`src/rtl/mem_port_arbiter.sv`:
```
// Shares one single-port memory between the MIPS IF and DM stages. DM has
// strict priority, IF fetches can be cancelled by a flush, and a wait counter
// aborts accesses the memory never acknowledges.
module mem_port_arbiter #(
  parameter int AW      = 32,
  parameter int DW      = 32,
  parameter int TIMEOUT = 255
) (
  input  logic          clk,
  input  logic          rst_n,
  input  logic          if_req,
  input  logic [AW-1:0] if_addr,
  input  logic          if_flush,
  output logic          if_ack,
  output logic [DW-1:0] if_rdata,
  input  logic          dm_req,
  input  logic          dm_we,
  input  logic [AW-1:0] dm_addr,
  input  logic [DW-1:0] dm_wdata,
  output logic          dm_ack,
  output logic [DW-1:0] dm_rdata,
  output logic          mem_req,
  output logic          mem_we,
  output logic [AW-1:0] mem_addr,
  output logic [DW-1:0] mem_wdata,
  input  logic          mem_ack,
  input  logic [DW-1:0] mem_rdata,
  output logic          err_timeout
);

  typedef enum logic [1:0] {IDLE, IF_BUSY, DM_BUSY, RESP} state_t;

  localparam logic [7:0] WAIT_LAST = 8'(TIMEOUT - 1);

  state_t     state;
  logic       drop;
  logic [7:0] wait_cnt;
  logic       if_drop;
  logic       timed_out;

  // A flush arriving in the same cycle as mem_ack must still suppress if_ack.
  assign if_drop   = drop | if_flush;
  assign timed_out = (wait_cnt == WAIT_LAST);

  always_ff @(posedge clk or negedge rst_n) begin
    if (!rst_n) begin
      // NOTE: the data registers are reset too, because their reset value
      // of zero is visible on the ports and software may rely on it.
      state       <= IDLE;
      drop        <= 1'b0;
      wait_cnt    <= '0;
      mem_req     <= 1'b0;
      mem_we      <= 1'b0;
      mem_addr    <= '0;
      mem_wdata   <= '0;
      if_ack      <= 1'b0;
      if_rdata    <= '0;
      dm_ack      <= 1'b0;
      dm_rdata    <= '0;
      err_timeout <= 1'b0;
    end else begin
      // NOTE: non-blocking assignments only; the acks default low here so
      // that setting them on entry to RESP yields a single-cycle pulse.
      if_ack <= 1'b0;
      dm_ack <= 1'b0;
      unique case (state)
        IDLE: begin
          if (dm_req) begin
            state     <= DM_BUSY;
            mem_req   <= 1'b1;
            mem_we    <= dm_we;
            mem_addr  <= dm_addr;
            mem_wdata <= dm_wdata;
            wait_cnt  <= '0;
          end else if (if_req && !if_flush) begin
            state    <= IF_BUSY;
            mem_req  <= 1'b1;
            mem_we   <= 1'b0;
            mem_addr <= if_addr;
            wait_cnt <= '0;
          end
        end
        IF_BUSY: begin
          if (if_flush) drop <= 1'b1;
          if (mem_ack) begin
            mem_req <= 1'b0;
            state   <= RESP;
            if (!if_drop) begin
              if_rdata <= mem_rdata;
              if_ack   <= 1'b1;
            end
          end else begin
            wait_cnt <= wait_cnt + 8'd1;
            if (timed_out) begin
              mem_req     <= 1'b0;
              err_timeout <= 1'b1;
              state       <= RESP;
              if (!if_drop) begin
                if_rdata <= '0;
                if_ack   <= 1'b1;
              end
            end
          end
        end
        DM_BUSY: begin
          if (mem_ack) begin
            mem_req  <= 1'b0;
            state    <= RESP;
            dm_rdata <= mem_rdata;
            dm_ack   <= 1'b1;
          end else begin
            wait_cnt <= wait_cnt + 8'd1;
            if (timed_out) begin
              mem_req     <= 1'b0;
              err_timeout <= 1'b1;
              state       <= RESP;
              dm_rdata    <= '0;
              dm_ack      <= 1'b1;
            end
          end
        end
        RESP: begin
          state <= IDLE;
          drop  <= 1'b0;
        end
        default: state <= IDLE;
      endcase
    end
  end

endmodule

```
`config.mk`:
```
export PLATFORM = sky130hd
export DESIGN_NAME = mem_port_arbiter
export DESIGN_NICKNAME = d
export VERILOG_FILES = /design/src/rtl/mem_port_arbiter.sv
export SDC_FILE = /design/constraint.sdc
export NUM_CORES = 1
export LEC_CHECK = 0
export ABC_AREA = 0
export BUFFER_PORTS_ARGS = -buffer_cell sky130_fd_sc_hd__buf_2
export CAP_MARGIN = 25
export CORE_ASPECT_RATIO = 1.2
export CORE_MARGIN = 2
export CORE_UTILIZATION = 50
export DETAILED_ROUTE_END_ITERATION = 8
export GPL_ROUTABILITY_DRIVEN = 0
export HOLD_SLACK_MARGIN = 0.1
export PLACE_DENSITY = 0.81
export SYNTH_ARGS = -nofsm -noshare
export SYNTH_HDL_FRONTEND = slang
export SYNTH_SLANG_ARGS = --single-unit
```
`constraint.sdc`:
```
create_clock -name clk -period 3.94 [get_ports clk]
set_clock_uncertainty 0.2 [all_clocks]
set_input_delay 0 -clock clk [delete_from_list [all_inputs] [get_ports clk]]
set_output_delay 0 -clock clk [all_outputs]
set_load 0.01 [all_outputs]
```
# After elaboration in Yosys (flattened, before gate mapping)
# Index checks and enable logic that the tools add are counted.
# word_totals
reg_bits,144
inputBits,135
output_inout_bits,133
wordCells,74
# op_classes
n_addsub,1
n_eq_ne,8
mux,33
bitwise_logic,3
reduce_logical,17
# op_table
op,count
$mux 32,8
$mux 8,3
$pmux 8 s2,1
$mux 1,14
$reduce_and 3->1,4
$reduce_and 2->1,5
$add 8x1->8 const B,1
$eq 8x8->1 const B,1
$mux 2,4
$reduce_bool 2->1,4
$pmux 2 s3,1
$eq 2x2->1 const B,2
$ne 2x2->1 const B,2
$pmux 1 s2,2
$ne 3x1->1 const B,1
$ne 3x3->1 const B,1
$eq 2x1->1 const B,1
$logic_not 2->1,1
$not 1->1,2
$reduce_or 2->1,1
$logic_and 1x1->1,1
$logic_not 1->1,1
$or 1x1->1,1

# Logic depth before layout (Yosys ltp)
# depth
word_depth,5
depth_mapped,7
depth_no_buf,6

# Least setup slack after synthesis
# Ideal clock, no wire load.
# synth_timing
path_kind,register to register
startpoint,register state[0]
endpoint,register wait_cnt[5]
setup_ns,0.069
t_arrival_ns,1.624
required_ns,3.671
setup_slack_ns,2.047
stages_incl_launch_ff,7
n_path_buf,0
synth_period_minus_slack_ns,1.893
path_cell_list,dfrtp_1 > inv_1 > ha_1 > nor2b_1 > a21o_1 > or4b_1 > nand3_1
# synth_via
elab_chain_len,4
elab_cells_between_ends,9
classes_between,4 x eq/ne; 1 x mux; 4 x reduce/logical
# synth_lines
item,line,source
start: declaration,35,state_t state;
start signal: assignment,49,state <= IDLE;
start signal: assignment,69,state <= DM_BUSY;
start signal: assignment,76,state <= IF_BUSY;
$eq 2x2->1 / $eq 2x1->1 (equally long branches),66,unique case (state)
$reduce_or 2->1 (no source line),n/a,
$ne 2x2->1 (no source line) / $reduce_bool 2->1 (equally long branches),n/a,
$reduce_and 3->1 (no source line),n/a,
end signal: assignment,93,wait_cnt <= wait_cnt + 8'd1;
end signal: assignment,112,wait_cnt <= wait_cnt + 8'd1;
end: declaration,37,logic [7:0] wait_cnt;
# Parallel ways exist; a longest one is shown, timed or not.
# A chain may end at the register's enable or synchronous reset.

# Worst setup path in the final report
# Ends and elaborated chain as after synthesis.

==> out/metrics.yaml <==
timing:
  worst-slew-pin-transition_ns: 0.811
  finalSetupViolCount: 0
  finalCriticalPeriod_ns: 2.30
  slew_headroom: 0.457
  timing.final.crit_share: 0.583
  fmax_ghz: 0.436
  rsz0062_at_grt: "false"
  setup_tns_ns: 0
  maxSlewViolCount: 0
  report.final.hold_viol_count: 0
grt:
  grt_max_degree: 117
  grt_overflow: 0
  grt_use_met3: 0.104
  grtUsageMet2: 0.554
  grt_busiest_layer: "met2"
  grt_pass1_vias: 5810
  met1_usage: 0.355
  grt_usage: 0.325
  grt_pass1_wl_um: 30300
  antenna_found_initial: 0
floorplanning:
  die_w_um: 103
  start_util: 0.508
  die_y_um: 122
  core_um2: 11500
  rows: 43
  fp.dieArea_um2: 12500
  ios: 268
place:
  placed_cell_area_um2: 7270
  io_buffer_count: 267
  dp_hpwl_um: 10800
critical_path:
  cp.required_ns: 4.08
  regToRegStartpoint: "state[0]$_DFFE_PN0P_"
  crit_end: "wait_cnt[5]$_DFFE_PN0P_"
  r2r-end: "wait_cnt[5]$_DFFE_PN0P_"
  cp-start-kind: "flip-flop"
  startpoint: "state[0]$_DFFE_PN0P_"
  cp.arrival_ns: 2.44
  crit_fanout: 18
  path_class: "reg -> reg"
  r2r_cells: 6
  end_kind: "flip-flop"
  rrSetupSlack_ns: 1.64
yosys:
  synthTopCellsByArea: "dfrtp_1 62%, a22o_1 9.8%, mux2_2 6.2%"
  synth-seq-cells: 144
  ys_seq_area_frac: 0.619
  syn-cell-area_um2: 5820
  synth.largest_area_cell: "dfrtp_1"
  ys_types: 35
  async_flop_share: 1.00
  synth_edf_count: 0
  synthCells: 448
  avgSynthCellArea_um2: 13.0
  synth_nets: 591
  synthTopCellsByCount: "144 x dfrtp_1, 65 x a22o_1, 47 x nand2_1"
  synth.most_common_cell: "dfrtp_1"
  yosysWarnings: 0
  ys.flop_type: "dfrtp_1"
  netlist.area_leader.share: 0.619
pwr:
  clock_power_share: 0.236
  power_density_nw_per_um2: 734
  intPower_w: 0.00434
  seq_power_share: 0.381
  ir_drop_v: 0.000469
  p_sw_w: 0.00251
  leakage_nw: 4.75
  switching_share: 0.366
  p_comb_frac: 0.383
route:
  vias: 5566
  route.detailed.drc: 0
  routed_wl_um: 20700
  ant_nets: 0
  route.detailed.wl_per_inst_um: 20.4
  drt_iter0_markers: 374
  drt-vias-per-instance: 5.47
  first_pass_iters: 6
worst_hold_path:
  hold_path_class: "in -> reg"
outcome:
  status: "completed"
layout:
  drive_above_1_share: 0.397
  fin_area_um2: 9330
  final_nets: 989
  area_growth_pct: 60.3
  nFillCells: 589
run:
  cap_viol_max_count: 0
cts:
  root_buffer: "clkbuf_16"
  cts_buffers: 17
  cts_resized: 0
  htree_levels: 4
  cts_setup_buffers: 0
  clk_pin_slew_ns: 0.06
  cts.path.max_buffers: 2
  tritoncts: "built"
  clock-sinks: 144
  insertion_delay_ns: 0.41
  cts_hold_buf: 133
[power groups by stage]
stage	logic [W]	clock network (W)	registers, W
global placement	0.00223	0	0.00251
detailed placement	0.00235	0	0.00252
CTS	0.00246	0.00162	0.00252
global route	0.00282	0.00170	0.00267
finish	0.00262	0.00161	0.00261
floorplan	0.00102	0	0.00282
[cell families after synthesis]
kind of cell	after synthesis	share of synthesized area
compound gates	112	0.145
simple gates	79	0.0666
fa+ha+maj	8	0.0172
mux	67	0.122
flops	144	0.619
buf+inv	38	0.0305
[cell type report]
| type | instances | area [um^2] | share of cell area |
|---|---|---|---|
| timing repair buffer | 411 | 2860 | 0.307 |
| tap | 157 | 196 | 0.0210 |
| antenna | 1 | 2.50 | 0.000268 |
| clock inverter | 13 | 151 | 0.0162 |
| multi-input combinational | 266 | 2050 | 0.220 |
| clock buffer | 19 | 443 | 0.0475 |
| sequential | 144 | 3600 | 0.386 |
| inverter | 6 | 22.5 | 0.00241 |
[cell usage in the layout (no fill, tap or decap), types with 5 or more instances in the layout]
cell,n
buf_2,266
dfrtp_1,144
dlygate4sd3_1,135
a22o_1,65
nand2_1,47
mux2i_1,35
o21ai_0,32
mux2_2,32
clkbuf_16,17
nand3_1,9
ha_1,8
inv_1,6
inv_6,5
[metal layers]
layer  share of wire  vias to the layer above
li1                -                     2420
met1            0.35                     2716
met2            0.52                      334
met3           0.086                       96
met4           0.051                        0
met5               0                        -
[critical path, stage by stage, from the launching register on]
cell,delay (ns)
dfrtp_1,0.43
inv_1,0.12
ha_1,0.29
nor2b_1,0.17
a21o_1,0.37
or4b_1,0.55
nand3_1,0.09
[worst min path at each step]
stage	from	end	slack [ns]	depth (start not counted)
6_report	mem_rdata[15]	dm_rdata[15]$_DFFE_PN0P_	0.16	3
5_1_grt	dm_wdata[23]	mem_wdata[23]$_DFFE_PN0P_	0.15	3
4_1_cts	rst_n	dm_rdata[10]$_DFFE_PN0P_	0.13	2
3_5_place_dp	rst_n	dm_rdata[10]$_DFFE_PN0P_	0.01	1
3_3_place_gp	rst_n	dm_rdata[10]$_DFFE_PN0P_	-0.003	1
2_1_floorplan	rst_n	dm_ack$_DFF_PN0_	-0.50	0
[state kept, by name (all words and copies together), names as in the netlist]
name / flops
mem_wdata: 32
drop: 1
mem_we: 1
dm_ack: 1
state: 2
wait_cnt: 8
err_timeout: 1
if_ack: 1
dm_rdata: 32
mem_addr: 32
mem_req: 1
if_rdata: 32
[stage by stage]
step	hold WS, ns	std cells	power (W)	setup slack, ns	utilization
global route	0.152	1016	0.00719	1.51	0.814
global placement	-0.00333	843	0.00475	1.60	0.632
finish	0.159	1017	0.00685	1.64	0.814
detailed placement	0.0125	844	0.00487	1.49	0.634
floorplan	-0.496	448	0.00383	2.05	-
CTS	0.130	1009	0.00661	1.48	0.802
Power figures use the tool's default switching activity.
